--- config.mk ---
export PLATFORM = sky130hd
export DESIGN_NAME = clk_div_multi
export DESIGN_NICKNAME = d
export VERILOG_FILES = /design/src/rtl/clk_div_multi.sv
export SDC_FILE = /design/constraint.sdc
export NUM_CORES = 1
export LEC_CHECK = 0
export BUFFER_PORTS_ARGS = -buffer_cell sky130_fd_sc_hd__buf_2
export CORE_MARGIN = 10
export CORE_UTILIZATION = 30
export CTS_CLUSTER_DIAMETER = 50
export CTS_CLUSTER_SIZE = 40
export DETAILED_ROUTE_END_ITERATION = 8
export GPL_ROUTABILITY_DRIVEN = 0
export PLACE_DENSITY = 0.51
export SYNTH_ARGS = -nofsm -noshare
export SYNTH_HDL_FRONTEND = slang
export SYNTH_SLANG_ARGS = --single-unit
export TNS_END_PERCENT = 1
--- constraint.sdc ---
create_clock -name clk -period 21.2 [get_ports clk]
set_clock_uncertainty 0.15 [all_clocks]
set_input_delay 1.06 -clock clk [delete_from_list [all_inputs] [get_ports clk]]
set_output_delay 1.06 -clock clk [all_outputs]
set_load 0.03 [all_outputs]
--- src/rtl/clk_div_multi.sv ---
// ---------------------------------------------------------------------------
// clk_div_multi
//   Bank of N_CH independent programmable clock dividers sharing one write
//   port, one phase-align strobe and one count readback port.
//
//   Each channel counts up from 0 to its divisor and then wraps to 0. The
//   cycle in which cnt == div and the channel is enabled is the terminal
//   count (TC). A TC produces:
//     - tick[c] high for the following cycle.
//     - In toggle mode (mode=0), clk_out[c] inverts. The output period is
//       2*(div+1) cycles.
//     - In pulse mode (mode=1), clk_out[c] follows tick[c].
//
// Ports
//   clk       in   system clock; all state changes on the rising edge
//   rst       in   asynchronous, active-high reset
//   en        in   [N_CH]  per-channel count enable
//   sync_clr  in   clears every counter, clk_out and tick (phase align)
//   wr_en     in   configuration write strobe
//   wr_ch     in   [4]     write target channel; values >= N_CH are ignored
//   wr_div    in   [CNT_W] divisor to load
//   wr_mode   in   mode to load: 0 = toggle, 1 = pulse
//   rd_ch     in   [4]     channel whose counter appears on rd_cnt
//   clk_out   out  [N_CH]  registered divided outputs
//   tick      out  [N_CH]  registered one-cycle terminal-count strobes
//   rd_cnt    out  [CNT_W] registered cnt[rd_ch]; reads 0 for rd_ch >= N_CH
// ---------------------------------------------------------------------------
module clk_div_multi #(
  parameter int               N_CH    = 4,
  parameter int               CNT_W   = 32,
  parameter logic [CNT_W-1:0] DEF_DIV = CNT_W'(32'h000C_B735)
) (
  input  logic             clk,
  input  logic             rst,
  input  logic [N_CH-1:0]  en,
  input  logic             sync_clr,
  input  logic             wr_en,
  input  logic [3:0]       wr_ch,
  input  logic [CNT_W-1:0] wr_div,
  input  logic             wr_mode,
  input  logic [3:0]       rd_ch,
  output logic [N_CH-1:0]  clk_out,
  output logic [N_CH-1:0]  tick,
  output logic [CNT_W-1:0] rd_cnt
);

  // Per-channel counters, exported from the channel slices for readback.
  logic [CNT_W-1:0] cnt_all [N_CH];

  // Readback table padded to the full 4-bit select range, so an
  // out-of-range rd_ch naturally selects a zero entry.
  logic [CNT_W-1:0] cnt_pad [16];

  // -------------------------------------------------------------------------
  // Channel slices
  // -------------------------------------------------------------------------
  for (genvar c = 0; c < N_CH; c++) begin : g_ch
    logic [CNT_W-1:0] cnt_r;
    logic [CNT_W-1:0] div_r;
    logic             mode_r;
    logic             lvl_r;    // toggle-mode output level
    logic             tick_r;
    logic             out_r;

    logic [CNT_W-1:0] cnt_n;
    logic [CNT_W-1:0] div_n;
    logic             mode_n;
    logic             lvl_n;
    logic             tick_n;

    logic             wr_hit;
    logic             tc;

    // Comparing against the channel index alone is enough: no slice
    // exists for an index >= N_CH, so such writes match nothing.
    assign wr_hit = wr_en && (wr_ch == 4'(c));
    assign tc     = en[c] && (cnt_r == div_r);

    always_comb begin
      cnt_n  = cnt_r;
      div_n  = div_r;
      mode_n = mode_r;
      lvl_n  = lvl_r;
      tick_n = 1'b0;

      // A configuration write always lands, even alongside sync_clr.
      if (wr_hit) begin
        div_n  = wr_div;
        mode_n = wr_mode;
      end

      if (sync_clr) begin
        cnt_n = '0;
        lvl_n = 1'b0;
      end else if (wr_hit) begin
        // The write restarts the period. A coincident TC is dropped
        // (no tick, no toggle), and the toggle level is kept.
        cnt_n = '0;
      end else if (en[c]) begin
        if (tc) begin
          cnt_n  = '0;
          tick_n = 1'b1;
          if (!mode_r) begin
            lvl_n = ~lvl_r;
          end
        end else begin
          cnt_n = cnt_r + CNT_W'(1);
        end
      end
    end

    always_ff @(posedge clk or posedge rst) begin
      if (rst) begin
        cnt_r  <= '0;
        div_r  <= DEF_DIV;
        mode_r <= 1'b0;
        lvl_r  <= 1'b0;
        tick_r <= 1'b0;
        out_r  <= 1'b0;
      end else begin
        cnt_r  <= cnt_n;
        div_r  <= div_n;
        mode_r <= mode_n;
        lvl_r  <= lvl_n;
        tick_r <= tick_n;
        // The output is registered from next-state values so it lines up
        // with tick. In pulse mode it mirrors tick; in toggle mode it
        // carries the level.
        out_r  <= mode_n ? tick_n : lvl_n;
      end
    end

    assign cnt_all[c] = cnt_r;
    assign clk_out[c] = out_r;
    assign tick[c]    = tick_r;
  end

  // -------------------------------------------------------------------------
  // Count readback
  // -------------------------------------------------------------------------
  always_comb begin
    for (int i = 0; i < 16; i++) begin
      cnt_pad[i] = '0;
    end
    for (int i = 0; i < N_CH; i++) begin
      cnt_pad[i] = cnt_all[i];
    end
  end

  always_ff @(posedge clk or posedge rst) begin
    if (rst) begin
      rd_cnt <= '0;
    end else begin
      rd_cnt <= cnt_pad[rd_ch];
    end
  end

endmodule

# Yosys cells after proc, flatten, opt, wreduce, memory -nomap -nowiden
# Index checks and enable logic that the tools add are counted.
dict set report classes {
  n_shift 0
  multipliers 0
  n_div 0
  n_bitwise 5
  n_lt_le_gt_ge 1
  n_eq_ne 7
  n_mux 63
  add_sub_neg 4
  reduce_logical 13
}
# op n
set ops {}
lappend ops {{32-bit 2-to-1 mux} 18}
lappend ops {{32-bit by 1-bit adder with 32-bit output (second input constant)} 4}
lappend ops {{32-bit binary-select mux with 4-bit select} 1}
lappend ops {{32-bit equality test} 4}
lappend ops {{1-bit 2-to-1 mux} 44}
lappend ops {{3-bit nonzero test} 4}
lappend ops {{4-bit by 2-bit equality test with 1-bit output (second input constant)} 2}
lappend ops {{1-bit logical AND} 8}
lappend ops {{5-bit >= comparator (second input constant)} 1}
lappend ops {{4-bit inverter with 5-bit output} 1}
lappend ops {{4-bit by 1-bit equality test with 1-bit output (second input constant)} 1}
lappend ops {{4-bit zero test} 1}
lappend ops {{1-bit inverter} 4}
dict set report word_totals {
  ramBits 0
  output_inout_bits 40
  mem_count 0
  in_bits 49
  wordCells 118
  romBits 0
  regBits 304
  latchBits 0
}

# Longest topological paths before layout
# Gate-level depths: netlist of the first run.
dict set report logic_depth {
  depth_word 7
  mapped_depth 9
  mapped_depth_nobuf 7
}

# Least setup slack after synthesis of the first run
# No wires, ideal clock.
dict set report synth_path {
  kind {input port to flip-flop}
  from {input port wr_ch[3]}
  to {register g_ch[0].div_r[11]}
  arrival_ns 2.611
  required_time_ns 20.925
  cell_stages 5
  setup_slack_ns 18.314
  path_buffers 2
  setup_time_ns 0.125
  path_cell_list {or4b_1 > nor2_1 > buf_2 > buf_2 > mux2_2}
}
dict set report synth_between {
  elab_chain_cells 2
}
# item line
set synth_rtl {}
lappend synth_rtl {{start, declared} 38} ;# input logic [3:0] wr_ch,
lappend synth_rtl {{4-bit zero test} 76} ;# assign wr_hit = wr_en && (wr_ch == 4'(c));
lappend synth_rtl {{1-bit logical AND} 76}
lappend synth_rtl {{end signal, assigned} 122} ;# div_r <= div_n;
lappend synth_rtl {{end, declared} 59} ;# logic [CNT_W-1:0] div_r;
# Every way passes these cells.
# A chain may end at the register's enable or synchronous reset.

# Final worst setup path of the first run
dict set report layout_path {
  from {register g_ch[1].cnt_r[18]}
  to {register g_ch[1].cnt_r[29]}
}
dict set report layout_between {
  elab_chain_cells 6
  elab_cells_between_ends 7
  cone_classes {add/sub: 1; eq/ne: 1; mux: 4; reduce/logical: 1}
}
# item line
set layout_rtl {}
lappend layout_rtl {{start, declared} 58} ;# logic [CNT_W-1:0] cnt_r;
lappend layout_rtl {{start signal, assigned} 121} ;# cnt_r <= cnt_n;
lappend layout_rtl {{branches (longest 2 deep; another with 32-bit by 1-bit adder with 32-bit output)} n/a}
lappend layout_rtl {{32-bit 2-to-1 mux (*)} 100} ;# if (tc) begin
lappend layout_rtl {{32-bit 2-to-1 mux (*)} 99} ;# end else if (en[c]) begin
lappend layout_rtl {{32-bit 2-to-1 mux (*)} 95} ;# end else if (wr_hit) begin
lappend layout_rtl {{32-bit 2-to-1 mux (*)} 92} ;# if (sync_clr) begin
# Mark *: on every way between the ends. The select of a mux whose other input is x is not followed.

==> results of run 1 <==
## how the worst max path moves through the flow
stage                                       start                            end  slack, ps  depth (start not counted)
floorplan                                     rst   g_ch[0].cnt_r[0]$_DFFE_PP0P_      11670                          1
global placement                              rst   g_ch[0].div_r[6]$_DFFE_PP0P_      17450                          4
detailed placement                            rst   g_ch[0].div_r[6]$_DFFE_PP0P_      17420                          4
CTS                 g_ch[1].cnt_r[13]$_DFFE_PP0P_   g_ch[1].cnt_r[2]$_DFFE_PP0P_      17760                          6
global route        g_ch[1].cnt_r[18]$_DFFE_PP0P_   g_ch[1].cnt_r[2]$_DFFE_PP0P_      17470                          6
finish              g_ch[1].cnt_r[18]$_DFFE_PP0P_  g_ch[1].cnt_r[29]$_DFFE_PP0P_      17730                          6
## worst max-delay path: stages, from the launching register on
cell     delay (ps)
dfrtp_1         470
xnor2_1         440
nand4_1         140
nor4_1          330
nand4_1         570
nand2_1         970
o21ai_0         210
## cell families (layout without fill, tap and decap cells)
logic type               after synthesis  count (layout)  share of synthesized area (%)
AND/OR/NAND/NOR                      675             675                           22.0
XOR/XNOR                             212             212                           11.5
other                                  0               1                              0
AO/OA/AOI/OAI                         96              96                           3.88
adder cells (fa/ha/maj)                4               4                          0.311
multiplexers                         132             132                           11.5
flip-flops                           304             304                           47.7
buffers and inverters                112             196                           3.13
## sequential cells by signal (all words and copies together) (netlist names)
name	count
g_ch.mode_r	4
rd_cnt	32
g_ch.div_r	128
g_ch.lvl_r	4
g_ch.tick_r	4
g_ch.out_r	4
g_ch.cnt_r	128
## per-stage QoR
step	utilization, %	hold WS [ps]
floorplan	-	296
global placement	32.4	302
detailed placement	32.4	307
CTS	35.0	317
global route	35.0	339
finish	35.0	316
## cells in the mapped netlist, types with 3 or more instances
cell type	number	share of area, %
a211oi_1	6	0.28
nor4_1	28	1.1
dfrtp_1	256	40
buf_4	8	0.37
and2_1	7	0.27
nand3_1	71	2.2
or4_1	5	0.23
o311ai_0	4	0.22
nand2_1	177	4.1
nand4b_1	3	0.16
o31ai_1	5	0.23
mux4_2	31	4.3
nor4b_1	6	0.33
and4_1	7	0.38
or2_2	6	0.23
o211ai_1	3	0.14
clkbuf_1	55	1.3
and3_1	26	1.0
inv_1	24	0.56
buf_2	19	0.59
nor2_1	128	3.0
o21ai_0	21	0.65
o41ai_1	4	0.22
nor3_1	27	0.84
dfstp_2	48	7.8
nand4_1	88	3.4
a21oi_1	17	0.53
a31oi_1	8	0.31
xnor2_1	128	7.0
ha_1	4	0.31
nor2b_1	40	1.6
or3_1	6	0.23
nand3b_1	7	0.33
and4_2	3	0.19
xor2_1	84	4.6
nand2b_1	15	0.58
a22oi_1	12	0.56
and2_2	3	0.14
o21ai_1	4	0.12
mux2_2	99	6.9
## power by group through the flow
stage	Clock (µW)	Combinational [µW]	Sequential, µW
finish	708	212	699
global placement	0	211	707
floorplan	0	151	696
global route	745	231	706
CTS	725	214	699
detailed placement	0	213	709
## metal layers
metal / part of all wire [%] / vias up / GRT usage [%]
met2: 46 / 505 / 26.9
met5: 0 / - / 0
met1: 44 / 6093 / 22.7
li1: - / 5507 / -
met4: 3.2 / 0 / 6.28
met3: 6.4 / 101 / 2.22
## cell type report
| cell class | count | area (µm²) |
|---|---|---|
| Antenna cell | 1 | 2.50 |
| Clock buffer | 49 | 1080 |
| Clock inverter | 22 | 297 |
| Fill cell | 5279 | 34400 |
| Inverter | 25 | 101 |
| Multi-Input combinational cell | 1119 | 7950 |
| Sequential cell | 304 | 7670 |
| Tap cell | 688 | 861 |
| Timing Repair Buffer | 100 | 531 |
==> results.py, run 1 <==
metrics = {
    "outcome": {
        "outcome": "completed",
    },
    "clock_tree": {
        "hold_buffers": 0,
        "cts_root_buf": "clkbuf_16",
        "cts.sinks": 304,
        "clock_path_buffers": 3,
        "htreeDepth": 2,
        "cts_tree": "yes",
        "cts_buffers": 39,
        "cts_resized": 0,
        "clkTransAtPathRegs_ps": 60,
        "clk_latency_ps": 560,
        "post_cts_buffers": 0,
    },
    "global_route": {
        "grt_max_degree": 88,
        "grt_pass1_vias": 12268,
        "antenna_found_initial": 10,
        "grt.overflow.total": 0,
        "grt_pass1_wl_um": 80000,
        "grt_use_total_pct": 16.7,
    },
    "die": {
        "chipHeight_um": 252,
        "die_w_um": 252,
        "core_um2": 52900,
        "num_rows": 84,
        "pin_count": 89,
        "start_util_pct": 30.4,
        "die-area_um2": 63300,
    },
    "power_and_ir_drop": {
        "vdd_ir_drop_max_uv": 42.1,
        "power_uw": 1620,
        "switching_share_pct": 27.4,
        "clkPwrFrac_pct": 43.7,
        "powerDensity_nw_per_um2": 87.6,
        "power.internal_uw": 1180,
        "p_switching_uw": 443,
        "power_frac_comb_pct": 13.1,
        "p_leak_uw": 0.00767,
        "seqPwrFrac_pct": 43.1,
    },
    "finish": {
        "layout_common_cells": "dfrtp_1, nand2_1, xnor2_1, nor2_1, mux2_2",
        "design_area_um2": 18500,
        "final_common_cell": "dfrtp_1",
        "final_cell_count_no_fill": 2308,
        "drive_gt1_share_pct": 23.3,
        "area_growth_pct": 14.9,
        "final_nets": 1642,
    },
    "placed_design": {
        "dp_cells": 2236,
        "dp_hpwl_um": 40700,
        "pre_cts_slack_ps": 17420,
        "placed_area_um2": 17100,
        "portBuffers": 88,
    },
    "timing": {
        "max_freq_mhz": 288,
        "post-route-period-util_pct": 16.4,
        "hold_violations": 0,
        "tightest_slew_ps": 1210,
        "slew_headroom_pct": 19.1,
        "setup_tns_ps": 0,
        "setup_violations": 0,
        "rsz0062_at_grt": "no",
        "period_needed_ps": 3470,
        "timing.final.ws_setup_ps": 17730,
        "drv_slew": 0,
    },
    "worst_hold_path": {
        "hold_end": "g_ch[1].div_r[19]$_DFFE_PP1P_",
        "min-delay-start": "g_ch[1].div_r[19]$_DFFE_PP1P_",
        "holdPathStages": 2,
        "hp-class": "reg -> reg",
    },
    "route": {
        "drcViolationCount": 0,
        "routedWlPerCell_um": 23.1,
        "avgViaCountPerCell": 5.29,
        "drt_first_pass_iters": 6,
        "drtIter0Drc": 1095,
        "vias": 12206,
        "wirelength_um": 53300,
        "ant_nets": 0,
    },
    "setup_path": {
        "r2r_end": "g_ch[1].cnt_r[29]$_DFFE_PP0P_",
        "crit_arrival_ps": 3710,
        "startpoint_type": "flop",
        "crit_fanout": 27,
        "endpoint_kind": "flop",
        "crit_type": "reg -> reg",
        "cp.required_ps": 21440,
        "rr_startpoint": "g_ch[1].cnt_r[18]$_DFFE_PP0P_",
        "r2r_cells": 6,
        "rrSetupSlack_ps": 17730,
    },
    "synth": {
        "ys_types": 73,
        "synth_nets": 1588,
        "syn_inst": 1535,
        "synthFlopType": "dfrtp_1",
        "synth_seq_cells": 304,
        "synth.avg_cell_area_um2": 10.5,
        "ys_warn_count": 0,
        "syn_area_um2": 16100,
        "synth-edff-count": 0,
        "synthArstFlopShare_pct": 100,
        "ys_seq_area_share_pct": 47.7,
    },
    "job": {
        "drv_cap": 0,
    },
}
(Power assumes the default switching activity.)
==> run 2: changes to the inputs <==
PLACE_DENSITY = 0.53   (was 0.51)
clock period = 3.1 ns   (was 21.2 ns; I/O delays follow)
==> results.py, run 2 (synthesis results as in run 1) <==
metrics = {
    "outcome": {
        "outcome": "completed",
    },
    "power_and_ir_drop": {
        "powerDensity_nw_per_um2": 566,
        "clkPwrFrac_pct": 41.5,
        "p_switching_uw": 2990,
        "p_leak_uw": 0.00802,
        "power_frac_comb_pct": 14.3,
        "vdd_ir_drop_max_uv": 294,
        "switching_share_pct": 27.6,
        "power.internal_uw": 7840,
        "seqPwrFrac_pct": 44.2,
    },
    "finish": {
        "fill_cells": 5202,
        "final_common_cell": "dfrtp_1",
        "reg.largest.list": "g_ch.cnt_r x128, g_ch.div_r x128, rd_cnt x32",
        "layout_common_cells": "dfrtp_1, nand2_1, xnor2_1, nor2_1, mux2_2",
        "final_cell_count_no_fill": 2385,
        "design_area_um2": 19100,
        "diodes": 0,
        "area_growth_pct": 19.0,
        "final_nets": 1724,
        "drive_gt1_share_pct": 24.5,
    },
    "die": {
        "start_util_pct": 30.4,
        "chipHeight_um": 252,
        "core_um2": 52900,
        "die_w_um": 252,
        "pin_count": 89,
        "die-area_um2": 63300,
        "num_rows": 84,
    },
    "timing": {
        "setup_tns_ps": 0,
        "period_needed_ps": 2880,
        "post-route-period-util_pct": 92.8,
        "hold_slack_ps": 102,
        "max_freq_mhz": 348,
        "tightest_slew_ps": 922,
        "slew_headroom_pct": 38.6,
        "hold_violations": 0,
        "setup_violations": 0,
        "drv_slew": 0,
        "timing.final.ws_setup_ps": 224,
        "rsz0062_at_grt": "no",
    },
    "route": {
        "wirelength_um": 54600,
        "drtIter0Drc": 1372,
        "vias": 12747,
        "drcViolationCount": 0,
        "routedWlPerCell_um": 22.9,
        "drt_first_pass_iters": 6,
        "avgViaCountPerCell": 5.34,
        "ant_nets": 0,
    },
    "setup_path": {
        "cp.buffers_inverters": 0,
        "crit_fanout": 5,
        "crit_path_max_incr_delay_ps": 600,
        "cp_common_cell": "nor4b_1",
        "rr_startpoint": "g_ch[3].cnt_r[21]$_DFFE_PP0P_",
        "crit_type": "reg -> reg",
        "cp.required_ps": 3370,
        "crit_path_cell_trace": "xnor2_1 > nor4b_1 > nand4_1 > nand4bb_1 > nor4b_1 > mux2_2",
        "startpoint_type": "flop",
        "r2r_end": "g_ch[3].lvl_r$_DFF_PP0_",
        "rrSetupSlack_ps": 220,
        "crit_arrival_ps": 3150,
        "endpoint_kind": "flop",
        "crit_family": "simple AND/OR/NAND/NOR gates",
        "r2r_cells": 6,
        "cpMaxStageDelayCell": "nor4b_1",
    },
    "clock_tree": {
        "clkTransAtPathRegs_ps": 70,
        "htreeDepth": 2,
        "cts_root_buf": "clkbuf_16",
        "clock_path_buffers": 3,
        "cts_tree": "yes",
        "post_cts_buffers": 0,
        "cts_buffers": 35,
        "clk_latency_ps": 560,
        "cts.sinks": 304,
    },
    "worst_hold_path": {
        "hold_end": "g_ch[0].tick_r$_DFF_PP0_",
        "holdPathStages": 3,
        "min-delay-start": "wr_ch[0]",
        "hp-class": "in -> reg",
    },
    "job": {
        "drv_cap": 0,
    },
    "global_route": {
        "antenna_found_initial": 7,
        "gr-usage-met2_pct": 26.9,
        "grt_use_met3_pct": 2.71,
        "grt_max_degree": 143,
        "grt_use_total_pct": 17.1,
        "busiest_layer": "met2",
        "grtUsageMet1_pct": 23.3,
        "grt_pass1_vias": 12531,
        "grt.overflow.total": 0,
        "grt_pass1_wl_um": 81900,
    },
    "placed_design": {
        "portBuffers": 88,
        "dp_cells": 2282,
        "dp_hpwl_um": 41800,
        "placed_area_um2": 17500,
        "pre_cts_slack_ps": 209,
    },
}
[run 2: worst max path at each step]
stage / to / cells after the start / slack (ps) / from
2_1_floorplan: g_ch[0].cnt_r[0]$_DFFE_PP0P_ / 1 / -1210 / rst
3_3_place_gp: g_ch[3].lvl_r$_DFF_PP0_ / 6 / 220 / g_ch[3].cnt_r[21]$_DFFE_PP0P_
3_5_place_dp: g_ch[3].lvl_r$_DFF_PP0_ / 6 / 210 / g_ch[3].cnt_r[21]$_DFFE_PP0P_
4_1_cts: g_ch[3].lvl_r$_DFF_PP0_ / 6 / 160 / g_ch[3].cnt_r[21]$_DFFE_PP0P_
5_1_grt: g_ch[3].lvl_r$_DFF_PP0_ / 6 / 40 / g_ch[3].cnt_r[21]$_DFFE_PP0P_
6_report: g_ch[3].lvl_r$_DFF_PP0_ / 6 / 220 / g_ch[3].cnt_r[21]$_DFFE_PP0P_
[run 2: metrics by stage]
| step | total power (µW) | util (%) |
|---|---|---|
| finish | 10800 | 36.2 |
| global route | 11300 | 36.2 |
| CTS | 10900 | 36.2 |
| detailed placement | 6360 | 33.1 |
| global placement | 6330 | 33.1 |
| floorplan | 5800 | - |
[run 2: area by class of cell]
| cell class | instances | area, µm² | area share [%] |
|---|---|---|---|
| clock buffers | 41 | 961 | 5.02 |
| clock inverters | 22 | 285 | 1.49 |
| inverters | 25 | 97.6 | 0.510 |
| multi-input cells | 1119 | 7930 | 41.4 |
| well taps | 688 | 861 | 4.50 |
| flip-flops and latches | 304 | 7670 | 40.1 |
| repair buffers | 186 | 1340 | 6.99 |
[run 2: metal layers]
layer	vias up	part of all wire, %
li1	5701	-
met1	6459	44
met2	482	46
met3	103	6.9
met4	2	3.5
met5	-	0.022
[run 2: what timing repair did]
item	CTS	global route
hold endpoints to repair	416	0
gates resized for setup	0	0
hold buffers	40	0
[run 2: power by group through the flow]
stage | Combinational (µW) | Clock [µW] | Sequential [µW]
final | 1550 | 4490 | 4780
after global routing | 1680 | 4780 | 4830
after CTS | 1560 | 4600 | 4780
after detailed placement | 1510 | 0 | 4850
after global placement | 1490 | 0 | 4840
after floorplan | 1030 | 0 | 4760
[run 2: worst reg2reg max path, cell delays in order (launching register included)]
cell and delay [ps]:
dfrtp_1 440, xnor2_1 360, nor4b_1 600, nand4_1 160
nand4bb_1 330, nor4b_1 330, mux2_2 370
==> run 3: changes to the inputs <==
CORE_MARGIN = 2   (was 10)
SLEW_MARGIN = 20   (was unset)
==> results.py, run 3 (synthesis results as in run 1) <==
metrics = {
    "route": {
        "drt_first_pass_iters": 8,
        "ant_nets": 0,
        "drcViolationCount": 0,
        "routedWlPerCell_um": 22.3,
        "drtIter0Drc": 1230,
        "vias": 12610,
        "avgViaCountPerCell": 5.27,
        "wirelength_um": 53300,
    },
    "timing": {
        "rsz0062_at_grt": "no",
        "hold_slack_ps": 86.9,
        "hold_violations": 0,
        "post-route-period-util_pct": 89.4,
        "setup_violations": 0,
        "tightest_slew_ps": 855,
        "drv_slew": 0,
        "slew_headroom_pct": 43.0,
        "max_freq_mhz": 361,
        "period_needed_ps": 2770,
    },
    "setup_path": {
        "cp.required_ps": 3380,
        "crit_type": "reg -> reg",
        "crit_fanout": 5,
        "endpoint_kind": "flop",
        "crit_arrival_ps": 3050,
        "crit_path_cell_trace": "xnor2_1 > nor4b_1 > nand4_1 > nand4bb_1 > nor4b_1 > mux2_2",
        "cpMaxStageDelayCell": "nor4b_1",
        "cp_common_cell": "nor4b_1",
        "crit_path_max_incr_delay_ps": 540,
        "startpoint_type": "flop",
    },
    "power_and_ir_drop": {
        "powerDensity_nw_per_um2": 583,
        "power_frac_comb_pct": 13.7,
        "seqPwrFrac_pct": 42.7,
        "p_switching_uw": 3160,
        "vdd_ir_drop_max_uv": 393,
        "switching_share_pct": 28.2,
        "clkPwrFrac_pct": 43.6,
        "power_uw": 11200,
        "power.internal_uw": 8060,
        "p_leak_uw": 0.00806,
    },
    "clock_tree": {
        "cts_tree": "yes",
        "htreeDepth": 2,
        "clk_latency_ps": 560,
        "cts_resized": 0,
        "clock_path_buffers": 3,
        "cts_root_buf": "clkbuf_16",
        "clkTransAtPathRegs_ps": 60,
        "cts_buffers": 39,
        "cts.sinks": 304,
        "post_cts_buffers": 0,
    },
    "finish": {
        "reg.largest.list": "g_ch.cnt_r x128, g_ch.div_r x128, rd_cnt x32",
        "drive_gt1_share_pct": 24.5,
        "layout_common_cells": "dfrtp_1, nand2_1, xnor2_1, nor2_1, mux2_2",
        "fill_cells": 5248,
        "final_common_cell": "dfrtp_1",
        "area_growth_pct": 19.6,
        "final_nets": 1724,
        "final_util_pct": 36.5,
    },
    "placed_design": {
        "portBuffers": 88,
        "dp_hpwl_um": 40700,
    },
    "die": {
        "core_um2": 52800,
        "num_rows": 84,
        "chipHeight_um": 236,
        "start_util_pct": 30.5,
        "die-area_um2": 55500,
        "die_w_um": 236,
        "pin_count": 89,
    },
    "global_route": {
        "grt_pass1_vias": 12481,
        "grt_max_degree": 132,
        "antenna_found_initial": 3,
        "grt_use_total_pct": 19.2,
        "grt.overflow.total": 0,
        "grt_pass1_wl_um": 80100,
    },
    "outcome": {
        "outcome": "completed",
    },
    "job": {
        "drv_cap": 0,
    },
    "worst_hold_path": {
        "hp-class": "in -> reg",
    },
}
-- run 3: changes by cell type in the layout (fill, tap and decap cells not counted), moves of 3 or more --
cell / change
diode_2: +5
inv_6: +5
buf_4: -4
clkinv_4: -3
clkinvlp_4: -3
inv_8: +3
-- run 3: cell type report --
type	instances	area (µm²)	share of cell area (%)
Clock buffer	43	991	5.15
Antenna cell	5	12.5	0.0650
Tap cell	688	861	4.47
Inverter	25	97.6	0.507
Sequential cell	304	7670	39.8
Clock inverter	27	377	1.96
Multi-Input combinational cell	1119	7940	41.3
Timing Repair Buffer	182	1300	6.75
-- run 3: power by group through the flow --
stage / Sequential (µW) / Combinational (µW) / Clock, µW
after floorplan: 4760 / 1030 / 0
after global placement: 4850 / 1480 / 0
after detailed placement: 4860 / 1490 / 0
after CTS: 4790 / 1540 / 4980
after global routing: 4840 / 1660 / 5150
final: 4790 / 1540 / 4890
-- run 3: per-layer routing --
| metal | part of all wire (%) | GRT usage (%) | vias up | routed length [µm] |
|---|---|---|---|---|
| met5 | 0.021 | 0 | - | 11 |
| met4 | 3.5 | 6.76 | 2 | 1850 |
| met3 | 6.7 | 3.35 | 119 | 3580 |
| met2 | 47 | 30.8 | 474 | 24900 |
| met1 | 43 | 25.9 | 6326 | 23000 |
| li1 | - | - | 5689 | - |
-- run 3: through the flow --
| step | setup slack, ps | cells | setup TNS, ps | cell area, µm² |
|---|---|---|---|---|
| floorplan | -1210 | 1535 | -315870 | 16100 |
| global placement | 338 | 2277 | 0 | 17500 |
| detailed placement | 381 | 2277 | 0 | 17500 |
| CTS | 331 | 2388 | 0 | 19200 |
| global route | 287 | 2388 | 0 | 19200 |
| finish | 330 | 2393 | 0 | 19200 |
-- run 3: final timing paths --
path,start,endpoint,slack (ps),depth (start not counted)
max,g_ch[3].cnt_r[21]$_DFFE_PP0P_,g_ch[3].lvl_r$_DFF_PP0_,330,6
min,wr_ch[2],g_ch[3].mode_r$_DFF_PP0_,90,5
max reg2reg,g_ch[3].cnt_r[21]$_DFFE_PP0P_,g_ch[3].lvl_r$_DFF_PP0_,330,6
min reg2reg,g_ch[1].div_r[12]$_DFFE_PP1P_,g_ch[1].div_r[12]$_DFFE_PP1P_,320,2
max in group asynchronous,rst,rd_cnt[12]$_DFF_PP0_,1290,5
min in group asynchronous,rst,g_ch[1].out_r$_DFF_PP0_,480,4
-- run 3: critical path: cells and delay by family (launching register included) --
| kind | cells | cell delay (ps) |
|---|---|---|
| DFF | 1 | 440 |
| muxes | 1 | 370 |
| and+or+nand+nor | 4 | 1340 |
| xor gates and xnor gates | 1 | 350 |
-- run 3: what timing repair did --
action                     CTS  global route
hold endpoints to repair   418             0
setup endpoints to repair    0             0
hold buffers                41             0
